<file path="src/rtl/spi_master.sv">
// spi_master: frames a 10-bit command on SS_n/MOSI and captures the 8-bit read reply from MISO
module spi_master #(
    parameter int ADDR_SIZE = 8,
    parameter int RD_WAIT   = 2
) (
    input  logic                 clk,
    input  logic                 rst,
    input  logic                 cmd_valid,
    input  logic [ADDR_SIZE+1:0] cmd_data,
    output logic                 cmd_ready,
    output logic                 rsp_valid,
    output logic [ADDR_SIZE-1:0] rsp_data,
    output logic                 busy,
    output logic                 SS_n,
    output logic                 MOSI,
    input  logic                 MISO
);
    localparam logic [2:0] IDLE  = 3'd0;
    localparam logic [2:0] START = 3'd1;
    localparam logic [2:0] SHIFT = 3'd2;
    localparam logic [2:0] WAIT  = 3'd3;
    localparam logic [2:0] RECV  = 3'd4;
    localparam logic [2:0] END   = 3'd5;

    logic [2:0]           state;
    logic [3:0]           cnt;
    logic                 rd;
    logic [ADDR_SIZE+1:0] sr;
    logic [ADDR_SIZE-2:0] rx;

    // frame sequencer: shift the command out MSB first, then collect the reply on reads
    always_ff @(posedge clk) begin
        if (rst) begin
            state     <= IDLE;
            cnt       <= '0;
            rd        <= 1'b0;
            sr        <= '0;
            rx        <= '0;
            rsp_data  <= '0;
            rsp_valid <= 1'b0;
        end else begin
            rsp_valid <= 1'b0;
            case (state)
                IDLE: if (cmd_valid) begin
                    sr    <= cmd_data;
                    rd    <= &cmd_data[ADDR_SIZE+1:ADDR_SIZE];
                    state <= START;
                end
                START: begin
                    cnt   <= 4'(ADDR_SIZE + 1);
                    state <= SHIFT;
                end
                SHIFT: begin
                    sr  <= sr << 1;
                    cnt <= cnt - 1'b1;
                    if (cnt == '0) begin
                        state <= rd ? WAIT : END;
                        cnt   <= 4'(RD_WAIT - 1);
                    end
                end
                WAIT: begin
                    cnt <= cnt - 1'b1;
                    if (cnt == '0) begin
                        state <= RECV;
                        cnt   <= 4'(ADDR_SIZE - 1);
                    end
                end
                RECV: begin
                    rx  <= {rx[ADDR_SIZE-3:0], MISO};
                    cnt <= cnt - 1'b1;
                    if (cnt == '0) begin
                        rsp_data  <= {rx, MISO};
                        rsp_valid <= 1'b1;
                        state     <= END;
                    end
                end
                END:     state <= IDLE;
                default: state <= IDLE;
            endcase
        end
    end

    // link outputs decoded from the current state; START already presents the first bit
    always_comb begin
        cmd_ready = state == IDLE;
        busy      = state != IDLE;
        SS_n      = state == IDLE || state == END;
        MOSI      = (state == START || state == SHIFT) ? sr[ADDR_SIZE+1] : 1'b0;
    end
endmodule
</file>
<file path="config.mk">
export PLATFORM = sky130hd
export DESIGN_NAME = spi_master
export DESIGN_NICKNAME = d
export VERILOG_FILES = /design/src/rtl/spi_master.sv
export SDC_FILE = /design/constraint.sdc
export NUM_CORES = 1
export LEC_CHECK = 0
export ABC_AREA = 1
export BUFFER_PORTS_ARGS = -buffer_cell sky130_fd_sc_hd__clkbuf_2
export CAP_MARGIN = 20
export CORE_MARGIN = 5
export CORE_UTILIZATION = 50
export DETAILED_ROUTE_END_ITERATION = 16
export PLACE_DENSITY = 0.73
export SYNTH_ARGS = -nofsm -noshare
export SYNTH_HDL_FRONTEND = slang
export SYNTH_SLANG_ARGS = --single-unit
</file>
<file path="constraint.sdc">
create_clock -name clk -period 3.43 [get_ports clk]
set_input_delay 0.686 -clock clk [delete_from_list [all_inputs] [get_ports clk]]
set_output_delay 0.686 -clock clk [all_outputs]
set_load 0.05 [all_outputs]
</file>
-- Word-level counts from Yosys, hierarchy flattened
Cells that the tools add are included.
- add/sub/neg operators: 1
- $mul: 0
- div/mod/pow operators: 0
- order comparisons: 0
- equality and inequality tests: 9
- shift operators: 0
- multiplexer cells: 13
- bitwise logic cells: 1
- reductions and logical operators: 13
- operator list (cell ; count):
    case mux 10 bit (2 select lines) ; 1
    case mux 4 bit (4 select lines) ; 1
    two-way mux 3 bit ; 5
    case mux 3 bit (5 select lines) ; 1
    two-way mux 10 bit ; 1
    two-way mux 4 bit ; 2
    != test 2 bit (second input constant) ; 4
    AND reduction 2 bit ; 4
    equality test 3 x 2 -> 1 bit (second input constant) ; 2
    equality test 3 bit (second input constant) ; 2
    zero test 4 bit ; 1
    AND reduction 4 bit ; 1
    nonzero test 4 bit ; 1
    subtractor 4 x 1 -> 4 bit (second input constant) ; 1
    equality test 3 x 1 -> 1 bit (second input constant) ; 1
    zero test 3 bit ; 1
    nonzero test 3 bit ; 1
    logical OR 1 bit ; 2
    two-way mux 1 bit ; 2
    nonzero test 2 bit ; 1
    OR reduction 2 bit ; 1
    inverter 1 bit ; 1
- register bits: 34
- bits in latches: 0
- memory bits (writable): 0
- memory bits (read-only): 0
- bits of input ports: 14
- output and inout port bits: 13
- word-level logic and storage cells: 44
- memories kept: 0

-- Depth between registers and ports, before layout
Gate-level depths: netlist (run 1).
- depth after elaboration: 3
- mapped depth: 9
- mapped depth without buffers: 9

-- Least setup slack after synthesis (run 1)
OpenSTA, ideal clock, no wires.
- kind: register -> output
- start: reg state[1]
- end: out MOSI
- arrival time: 1618 ps
- data required time: 2744 ps
- slack: 1126 ps
- stages on the path, launching flop included: 6
- path buffers: 1
- cells stage by stage: dfxtp_1 nand2_4 nor2_8 inv_2 buf_6 a21boi_1
- longest elaborated chain between the ends: 3
- elaborated cells on any way between the ends: 4
- classes of those cells: eq/ne (2); mux (1); reduce/logical (1)
- RTL lines (item ; line ; text):
    start: declaration ; 25 ; logic [2:0] state;
    start signal: assignment ; 57 ; state <= rd ? WAIT : END;
    equality test 3 x 1 -> 1 bit / equality test 3 x 2 -> 1 bit (equally long branches) ; 88 ; MOSI = (state == START || state == SHIFT) ? sr[ADDR_SIZE+1] : 1'b0;
    logical OR 1 bit (*) ; 88 ;
    two-way mux 1 bit (*) ; 88 ;
    end: declaration ; 15 ; output logic MOSI,
Every way passes the cells marked *; elsewhere a longest branch is shown, timed or not.

-- Worst setup path after layout (run 1)
Ends and elaborated chain as after synthesis.

==> results of run 1 <==
==> synthesized netlist by cell type <==
master    count
dfxtp_1      34
a21boi_1      1
nand2_2       2
nand3b_1      1
o21ai_0      24
nand4_1       1
nor2_1       55
nor2_8        1
nor2_4        4
buf_2         1
inv_1        11
nand3_1      14
nand2_4       3
o21ai_1       1
inv_2         4
nand3_2       1
ha_1          1
nand2_1      56
a21oi_1       7
clkbuf_1      2
buf_6         3
==> metal layers <==
| metal | wire (um) | global-route usage | up-vias |
|---|---|---|---|
| met5 | 0 | 0 | - |
| met4 | 46 | 0.0609 | 0 |
| met3 | 125 | 0.0578 | 5 |
| met2 | 1550 | 0.290 | 17 |
| met1 | 1530 | 0.201 | 640 |
| li1 | - | - | 773 |
==> stage by stage <==
| step | instances | util |
|---|---|---|
| after global routing | 299 | 0.586 |
| after CTS | 299 | 0.586 |
| after global placement | 291 | 0.565 |
| after detailed placement | 291 | 0.565 |
| final | 299 | 0.586 |
| after floorplan | 227 | - |
==> registers in the layout (all words and copies together), names as in the netlist <==
signal / flops
rx: 7
rsp_data: 8
state: 3
cnt: 4
rsp_valid: 1
rd: 1
sr: 10
==> cell families (layout without fill, tap and decap cells) <==
logic type                 after synthesis  count (layout)
AOI/OAI and AO/OA                       33              33
adders and majority gates                1               1
buffers and inverters                   21              49
DFF                                     34              34
and+or+nand+nor                        138             138
==> layout make-up <==
| type | instances | area (um2) | share of cell area |
|---|---|---|---|
| Clock inverter | 2 | 12.5 | 0.00700 |
| Inverter | 15 | 56.3 | 0.0315 |
| Tap cell | 44 | 55.1 | 0.0308 |
| Multi-Input combinational cell | 172 | 802 | 0.449 |
| Sequential cell | 34 | 681 | 0.381 |
| Timing Repair Buffer | 26 | 130 | 0.0728 |
| Clock buffer | 6 | 51.3 | 0.0287 |
==> critical path: stages (launching register included) <==
cell and delay [ns]:
dfxtp_1 0.51, nand2_4 0.14, nor2_8 0.21, inv_2 0.13, a21boi_1 0.15, clkbuf_2 0.29
==> where the power goes <==
| part | switching (mW) | internal [mW] | leakage [nW] | total, mW |
|---|---|---|---|---|
| Clock | 0.140 | 0.0985 | 0.0343 | 0.238 |
| Sequential | 0.0802 | 0.503 | 0.278 | 0.583 |
| Combinational | 0.549 | 0.231 | 0.564 | 0.780 |
==> final timing paths <==
kind         slack (ns)          end  cells after the start      from
max                0.97         MOSI                      5  state[1]
min reg2reg        0.47           rd                      2        rd
max reg2reg        1.90  rsp_data[7]                      7    cnt[0]
min                0.47           rd                      2        rd
==> impl_summary.md, run 1 <==
Synthesis
By area, the combinational part of the netlist is dominated by simple AND/OR/NAND/NOR gates. For this run, the register share of the synthesized area comes to 0.429. When the netlist entered floorplanning its net count stood at 242.

The fraction of the mapped netlist area in compound gates came to 0.106. The post-synthesis cell area is 1590 um2. After synthesis, the netlist uses 21 different library cells. The largest area contributor in the synthesized netlist is dfxtp_1. The total of warnings raised by yosys is 0.

Of the total synthesized cell area, the portion taken by AND, OR, NAND and NOR gates is 0.392. Of the total synthesized cell area, the portion taken by full adders, half adders and majority gates is 0.00789. Of the total synthesized cell area, the portion taken by XOR and XNOR cells is 0. The area share of the largest cell type after synthesis is 0.429. Sorting the synthesized cells by area gives the leading types as dfxtp_1 43%, nand2_1 13%, nor2_1 13%, o21ai_0 7.6%, nand3_1 4.4%. The synthesized instance count is 227. The mux share of post-synthesis cell area is 0.

The flip-flop and latch count after synthesis is 34. A synthesized cell averages 6.98 um2.

Timing
The achievable clock frequency is 406 MHz. The pin slew with the least headroom to its limit is 0.751 ns. The worst setup margin is 0.968 ns. Final hold analysis gives a worst-case slack of 0.472 ns. The part of the cycle the worst path needs is 0.718. The final count of hold timing violations is 0. The clock period could shrink to 2.46 ns. Adding up every negative setup slack in the final design gives 0 ns.

The total of endpoints with negative setup slack in the final report is 0. Across the routed clock network, the largest skew measured is 0.00705 ns. The max-slew violation count is 0.

The relative slew slack is 0.499. Setup repair after global routing left no endpoint under its margin.

Status
The run finished with clean final reports.

Global route
The initial antenna violation count is 0. The number of global-route vias before repair came to 1372. The global-route congestion overflow total is 0. The pin count of the biggest net entering global routing is 30. The first global-routing pass estimated 5.83 mm of wire. The global-route usage over all layers is 0.172.

Placement
The worst setup slack after placement is 1.32 ns. The final estimated routing congestion in global placement is 0.810. The wire-length estimate of the detail-placed layout is 2.25 mm. In this run the cell area measured after placement is 1720 um2. Port buffering added 26 buffers.

Worst setup path
The worst setup path is captured at an output pin. The critical path launch point type is a flop. The critical path is of the reg -> out type. The maximum fanout along the worst path is 12. The data arrival time of the critical path is 1.78 ns.

Data on the critical path is required at its endpoint by 2.74 ns.

Finish
From synthesis to final layout, the design area changed by 12.8%. After the last flow step, the layout net total stands at 269. Fill cells in the final layout number 305. Leaving out fill and tap cells, the most frequent cell in the layout is nand2_1. With fillers left out, the area of the finished cells amounts to 1790 um2. In the layout the commonest cells are 56 x nand2_1, 55 x nor2_1, 34 x dfxtp_1, 26 x clkbuf_2, 24 x o21ai_0. The share of cells above drive strength 1 is 0.192. 0 antenna diodes ended up in the layout.

CTS
The number of sinks driven by the clock tree is 34. Once the clock tree was built, the setup fixing pass inserted 0 buffers. The post-CTS clock slew at the launch and capture registers of the worst setup and hold paths is 0.11 ns.

The maximum level of the CTS H-tree is 2. The root buffer cell is clkbuf_4. The number of hold buffers added after CTS was 0. The CTS tree is yes. The worst-skew pair later-pin latency is 0.34 ns. In this run the deepest clock path goes through 2 buffers. The clock buffer count from CTS is 5.

The number of instances resized during post-cts repair is 0.

Hold path
The path class of the tightest hold or removal check is reg -> reg.

Route
The remaining routing DRC violations is 0. The first detailed-routing pass took 4 iterations. The post-detailed-route count of antenna-violating nets is 0. After detailed routing, the number of vias per cell comes to 4.80. After the first detailed-routing iteration, the DRC count stood at 69. In the final routed layout, each cell accounts on average for 10.9 um. Wires add up to 3.25 mm.

The count of vias placed by the detailed router is 1435.

Floorplan
For this configuration, the core starts out at a cell density of 0.519. The area of the die is 4400 um2. The height of the chip is 66.3 um. In this run the count of I/O pins placed on the die edge is 27. After floorplanning, the core was sized to cover 3050 um2. The die boundary width is 66.3 um. The initialized floorplan defines 20 standard-cell rows.

Pwr
The total power of the final layout is 1.60 mW. The total leakage power is 0.876 nW. The power density over the cells is 896 nW/um2.

The maximum vdd drop is 0.000573 V.

Run
The tool flagged a number of max-cap violations equal to 0.
Power figures use the tool's default switching activity.
==> run 2: changes to the inputs <==
- CORE_UTILIZATION: 50 -> 49
- PLACE_DENSITY: 0.73 -> 0.75
- clock period: 3.43 -> 2 ns (I/O delays scaled with it)
==> run 2 against run 1 <==
- via count rose by 1.9%
- wire length is 0.65% lower
- sequential share of layout area shrank 0.90 points
- global-route usage decreased by 0.50 points
- die area grew 1.7%
- power is 74% higher
- combinational power up 78%
- hold slack lost 0.17 ns
- clock power grew 66%
- cell area rose by 2.8%
- setup slack lost 0.83 ns
- clock skew is 0.0018 ns higher
==> impl_summary.md, run 2 (same netlist as run 1, synthesis figures left out) <==
Pwr
The cell internal power dissipation is 1.47 mW (+76%). The switching power is 1.32 mW (+72%). The share of total power consumed by net switching is 0.475 (-0.00566). The maximum vdd drop is 0.000692 V (+21%). The combinational fraction of design power is 0.498 (+0.011). The power share of the sequential group is 0.361 (-0.003). The total leakage power came to 0.897 nW (+2.4%). The clock group share of total power is 0.142 (-0.007). The power density over the cells came to 1520 nW/um2 (+69%).

Worst setup path
The maximum fanout along the worst path was 11 (-1). The setup slack of the worst register-to-register path was 0.43 ns (-1.47 ns). The data required time of the worst path is 1.60 ns (-1.14 ns). The timing startpoint of the critical path is state[2].

The worst setup path is launched from a flop. The capture point of the worst reg-to-reg path is rsp_data[2]. In this run the critical register-to-register path is launched from cnt[0]. The type of destination of the critical path is an output pin.

The count of cells along the worst register-to-register path was 7 (unchanged). The data arrival time of the critical path came to 1.46 ns (-0.32 ns). The classification of the worst setup path is reg -> out.

Route
The mean number of vias per cell was 4.84 (+0.87%). The post-detailed-route count of antenna-violating nets is 0 (unchanged). The number of optimization iterations in the first detailed-route pass is 4 (unchanged). The iteration-0 DRC count of the detailed router was 69 (unchanged). The remaining routing DRC violations is 0 (unchanged). The total length of routed wires is 3.23 mm (-0.65%).

The average detailed-routed wire length per instance was 10.7 um (-1.6%). The count of vias placed by the detailed router was 1462 (+1.9%).

Global route
The pin count of the biggest net entering global routing is 23 (-23%). The number of global-route vias before repair is 1393 (+1.5%). The first-pass GRT wire length is 5.71 mm (-2.1%).

The global-route usage over all layers is 0.167 (-0.00496). The initial antenna violation count is 0 (unchanged). The global-route congestion overflow total is 0 (unchanged).

Finish
The fill cell instance count of the final layout came to 288 (-5.6%). The share of cells above drive strength 1 is 0.213 (+0.0210). The most common library cell in the layout ignoring fill and taps is nand2_1. The register ranked first by flip-flop count is sr. Relative to the synthesized area, the layout overhead comes to 15.9%. The total inserted antenna cells was 0 (unchanged). The largest registers in the layout are sr (10), rsp_data (8), rx (7). The final core utilization was 0.597 (+0.0115). The post-route cell area came to 1840 um2 (+2.8%).

The top cell types in the final layout, fill and taps aside, are 56 x nand2_1, 55 x nor2_1, 32 x dfxtp_1, 25 x clkbuf_2, 24 x o21ai_0. The flip-flop count of the largest register after layout is 10 (unchanged). The net total in the final layout is 272 (+1.1%).

Floorplan
The initial cell density of the core is 0.515 (-0.00422). The die boundary width was 66.9 um (+0.87%). The number of top-level pins came to 27 (unchanged). The area of the die is 4470 um2 (+1.7%). The height of the chip was 66.9 um (+0.87%).

The core area is 3080 um2 (+0.82%). The placement row count was 20 (unchanged).

CTS
The worst-skew pair later-pin latency was 0.33 ns (about the same). The number of sinks driven by the clock tree came to 34 (unchanged). TritonCTS built the clock tree. The buffer levels on the longest clock path is 2 (unchanged). The clock buffer count from CTS is 5 (unchanged).

The post-CTS clock slew at the launch and capture registers of the worst setup and hold paths is 0.10 ns (about the same). The root buffer cell is clkbuf_4. The number of hold buffers added after CTS was 0 (unchanged). The maximum level of the CTS H-tree is 2 (unchanged).

Timing
The max-slew violation count was 0 (unchanged). The final count of hold timing violations is 0 (unchanged). Derived from the worst setup path, the maximum achievable clock frequency is 537 MHz. The pin slew with the least headroom to its limit is 0.279 ns (-0.472 ns). The total of endpoints with negative setup slack in the final report is 0 (unchanged). The part of the cycle the worst path needs is 0.931. The worst-case clock skew is 0.00883 ns (+0.00178 ns).

The post-route setup TNS is 0 ns (unchanged). Setup repair after global routing left no endpoint under its margin. Counting I/O delays and the setup requirement, the final critical path takes 1.86 ns.

The relative slew slack is 0.814 (+0.315). The worst setup margin is 0.139 ns (-0.829 ns).

Hold path
The hold-critical path depth was 3 (+1). The worst hold path begins at cmd_data[0]. The worst hold path terminates at sr[0]. The worst hold-check path type is in -> reg.

Run
The total of max-cap violations came to 0 (unchanged).

Placement
The detailed placement HPWL came to 2.38 mm (+5.8%). The worst setup slack after placement is 0.228 ns (-1.10 ns). The placed cell area is 1750 um2 (+1.4%). The number of I/O port buffers is 26 (unchanged).

The final estimated routing congestion in global placement is 0.807 (-0.36%).

Status
The flow ran to the end, and the final reports show no timing, DRC or antenna violations.
[run 2: per-stage QoR]
step / hold WS [ns] / instances / total power [mW]
after global placement: 0.446 / 292 / 2.36
after CTS: 0.279 / 301 / 2.81
final: 0.300 / 302 / 2.79
after detailed placement: 0.451 / 292 / 2.38
after global routing: 0.278 / 302 / 3.04
after floorplan: 0.433 / 227 / 2.14
[run 2: layout make-up]
type                            instances  area [um2]  area share
Clock buffer                            6        51.3      0.0279
Timing Repair Buffer                   29         174      0.0946
Inverter                               15        56.3      0.0306
Multi-Input combinational cell        172         806       0.438
Tap cell                               44        55.1      0.0300
Sequential cell                        34         683       0.372
Clock inverter                          2        12.5     0.00681
[run 2: worst max-delay path by stage]
| stage | end | slack [ns] | cells after the start |
|---|---|---|---|
| global route | MOSI | 0.02 | 6 |
| detailed placement | MOSI | 0.23 | 5 |
| floorplan | MOSI | 0.23 | 5 |
| finish | MOSI | 0.14 | 6 |
| global placement | MOSI | 0.26 | 5 |
| CTS | MOSI | 0.08 | 3 |
[run 2: critical path: stages, from the launching register on]
cell and delay (ns):
dfxtp_1 0.37, inv_2 0.12, nand2_4 0.09, nor2_8 0.13, inv_2 0.10, a21boi_2 0.14
clkbuf_8 0.19
[run 2: metal layers]
layer / up-vias / routed length, um / track usage
met1: 663 / 1480 / 0.191
li1: 777 / - / -
met4: 0 / 21 / 0.0532
met2: 20 / 1630 / 0.287
met5: - / 0 / 0
met3: 2 / 100 / 0.0607
[run 2: timing repair]
action | in CTS | in global routing
resized for setup | 3 | 1
setup endpoints to repair | 1 | 1
pin swaps | 1 | 0
buffers inserted | 1 | 1
[run 2: power groups by stage]
stage	combinational, mW	clock [mW]	sequential (mW)
5_1_grt	1.55	0.452	1.03
2_1_floorplan	1.08	0	1.05
4_1_cts	1.39	0.412	1.00
3_5_place_dp	1.36	0	1.02
6_report	1.39	0.395	1.01
3_3_place_gp	1.35	0	1.01
==> run 3: changes to the inputs <==
- CORE_ASPECT_RATIO: default -> 1.2
==> run 3 against run 2 <==
- via count rose by 1.6%
- clock skew grew 0.0065 ns
- wire length grew 4.6%
- hold slack improved by 0.0018 ns
- global-route usage is 0.45 points higher
- critical path type unchanged
- critical path depth unchanged
- power rose by 3.7%
- combinational power is essentially flat
==> impl_summary.md, run 3 (same netlist as run 1, synthesis figures left out) <==
Route
The mean number of vias per cell is 5.09 (+5.1%). The remaining routing DRC violations came to 0 (unchanged). The number of optimization iterations in the first detailed-route pass is 4 (unchanged). The iteration-0 DRC count of the detailed router came to 72 (+4.3%). The average detailed-routed wire length per instance came to 11.6 um (+8.2%). The post-detailed-route count of antenna-violating nets is 0 (unchanged). The count of vias placed by the detailed router is 1485 (+1.6%).

The total length of routed wires is 3.38 mm (+4.6%).

CTS
The number of sinks driven by the clock tree came to 34 (unchanged). The root buffer cell is clkbuf_4. The worst-skew pair later-pin latency is 0.33 ns (about the same). The clock buffer count from CTS is 5 (unchanged). The post-CTS clock slew at the launch and capture registers of the worst setup and hold paths is 0.11 ns (about the same). The number of hold buffers added after CTS was 0 (unchanged). The CTS tree is yes. The buffer levels on the longest clock path is 2 (unchanged).

The maximum level of the CTS H-tree is 2 (unchanged).

Worst setup path
Walking the worst path, the cells encountered are inv_2, nand2_4, nor2_8, inv_2, a21boi_2, buf_4. The setup slack of the worst register-to-register path is 0.43 ns (about the same). The startpoint identified for the worst register-to-register timing path is cnt[0]. The count of cells along the worst register-to-register path was 7 (unchanged). Among cell families on the critical path, the largest total delay comes from buffers and inverters.

The number of buffers and inverters on the critical path is 3 (unchanged). The stage delay of the slowest cell on the critical path is 0.38 ns (about the same). The data required time of the worst path came to 1.60 ns (about the same). The critical path launch point type is a flop.

The data arrival time of the critical path came to 1.51 ns (+0.05 ns). The worst setup path is of the reg -> out kind. The maximum fanout along the worst path is 11 (unchanged).

Counting stages on the worst path, the most repeated cell is inv_2. The cell with the biggest individual delay on the critical path is dfxtp_1. The type of destination of the critical path is an output pin. The capture point of the worst reg-to-reg path is rsp_data[6].

Pwr
The combinational fraction of design power is 0.476 (-0.022). The total leakage power came to 0.897 nW (about the same). The clock group share of total power is 0.177 (+0.035). The cell internal power dissipation is 1.57 mW (+7.2%). The switching power was 1.32 mW (-0.12%).

The power density over the cells came to 1590 nW/um2 (+4.8%). The maximum vdd drop is 0.00106 V (+54%). The power share of the sequential group was 0.347 (-0.014). The share of total power consumed by net switching is 0.457 (-0.0175).

Global route
The global-route usage over all layers is 0.172 (+0.00453). The number of global-route vias before repair was 1399 (+0.43%). The global-route congestion overflow total is 0 (unchanged).

The first-pass GRT wire length is 5.88 mm (+3.0%). The pin count of the biggest net entering global routing came to 30 (+30%). The initial antenna violation count is 0 (unchanged).

Timing
The relative slew slack was 0.736 (-0.0773). The worst setup margin is 0.0868 ns (-0.0518 ns). The total of endpoints with negative setup slack in the final report came to 0 (unchanged). Setup repair after global routing left no endpoint under its margin.

The post-route minimum period is 1.91 ns (+0.0518 ns). The worst-case clock skew came to 0.0153 ns (+0.00646 ns). The final hold slack is 0.302 ns (+0.00175 ns). The achievable clock frequency is 523 MHz (-2.7%).

The max-slew violation count is 0 (unchanged). The pin slew with the least headroom to its limit is 0.395 ns (+0.116 ns). The post-route setup TNS is 0 ns (unchanged). The final count of hold timing violations is 0 (unchanged). The part of the cycle the worst path needs is 0.957 (+0.0259).

Floorplan
The core area is 3080 um2 (+0.16%). The height of the chip is 72.3 um (+8.1%). The placement row count came to 22 (+10%). The number of top-level pins is 27 (unchanged). The die boundary width is 61.9 um (-7.4%). The initial cell density of the core is 0.514 (-0.000836). The area of the die is 4480 um2 (+0.11%).

Placement
The worst setup slack after placement came to 0.229 ns (+0.000848 ns). The detailed placement HPWL is 2.38 mm (-0.21%). The post-placement cell count was 284 (-2.7%).

The final estimated routing congestion in global placement came to 0.827 (+2.5%). The number of I/O port buffers came to 26 (unchanged).

Finish
The register ranked first by flip-flop count is sr. The net total in the final layout is 271 (-0.37%). The library cell used most frequently in the layout, excluding fill and tap cells, is nand2_1. The area taken by flip-flops and latches is 682 um2 (-0.18%). The flip-flop count of the largest register after layout was 10 (unchanged).

The total area of multi-input combinational cells was 806 um2 (unchanged). The fill cell instance count of the final layout came to 305 (+5.9%). The area growth from synthesis to layout is 14.7%. The largest registers in the layout are sr (10), rsp_data (8), rx (7).

The non-filler instance count after layout is 292 (-3.3%). The total inserted antenna cells is 0 (unchanged). In the layout the commonest cells are 56 x nand2_1, 55 x nor2_1, 33 x dfxtp_1, 25 x clkbuf_2, 24 x o21ai_0.

The share of cells above drive strength 1 came to 0.203 (-0.0101).

Hold path
The launch point of the worst hold path is cmd_data[0]. The worst hold path terminates at sr[0]. The worst hold-check path type is in -> reg. The hold-critical path depth is 3 (unchanged).

Status
The flow ran to the end, and the final reports show no timing, DRC or antenna violations.

Run
The total of max-cap violations is 0 (unchanged).
[run 3: cell types whose count changed in the layout (fill, tap and decap cells not counted)]
| cell | before | now |
|---|---|---|
| buf_12 | 1 | 0 |
| buf_4 | 2 | 3 |
| bufinv_16 | 0 | 1 |
| clkbuf_8 | 2 | 1 |
| clkinv_2 | 1 | 0 |
| clkinvlp_4 | 1 | 0 |
| dfxtp_1 | 32 | 33 |
| dfxtp_2 | 2 | 1 |
[run 3: worst min-delay path, stage by stage]
cell and delay (ns):
clkbuf_2 0.08, nand2_1 0.06, a21oi_1 0.06
[run 3: layout make-up]
class / instances / area share
clock inverter: 1 / 0.0165
tap: 36 / 0.0248
inverter: 15 / 0.0310
timing repair buffer: 28 / 0.0812
clock buffer: 6 / 0.0282
sequential: 34 / 0.375
multi-input combinational: 172 / 0.443
[run 3: worst max-delay path by stage]
stage | from | endpoint | slack, ns | cells after the start
after floorplan | state[1] | MOSI | 0.23 | 5
after global placement | state[1] | MOSI | 0.24 | 5
after detailed placement | state[1] | MOSI | 0.23 | 5
after CTS | state[2] | MOSI | 0.05 | 6
after global routing | state[2] | MOSI | 0.02 | 6
final | state[2] | MOSI | 0.09 | 6
[run 3: metrics by stage]
stage	power, mW	area [um2]	utilization
6_report	2.89	1820	0.590
5_1_grt	3.14	1820	0.590
4_1_cts	2.91	1820	0.590
3_5_place_dp	2.37	1730	0.560
3_3_place_gp	2.36	1730	0.560
2_1_floorplan	2.14	1590	-
[run 3: metal layers]
metal / global-route usage / up-vias / wire length, um
met3: 0.0480 / 6 / 77
met4: 0.0708 / 0 / 49
li1: - / 774 / -
met5: 0 / - / 0
met1: 0.212 / 688 / 1550
met2: 0.275 / 17 / 1700
[run 3: power by group through the flow]
stage	Combinational (mW)	Clock, mW	Sequential [mW]
detailed placement	1.36	0	1.01
global placement	1.34	0	1.01
finish	1.38	0.513	1.00
CTS	1.38	0.522	1.00
floorplan	1.08	0	1.05
global route	1.55	0.556	1.03
[run 3: timing repair]
| item | in CTS | in global routing |
|---|---|---|
| endpoints found under the setup margin | 1 | 1 |
| setup buffers | 1 | 0 |
| resized for setup | 2 | 1 |
| pin swaps | 1 | 0 |
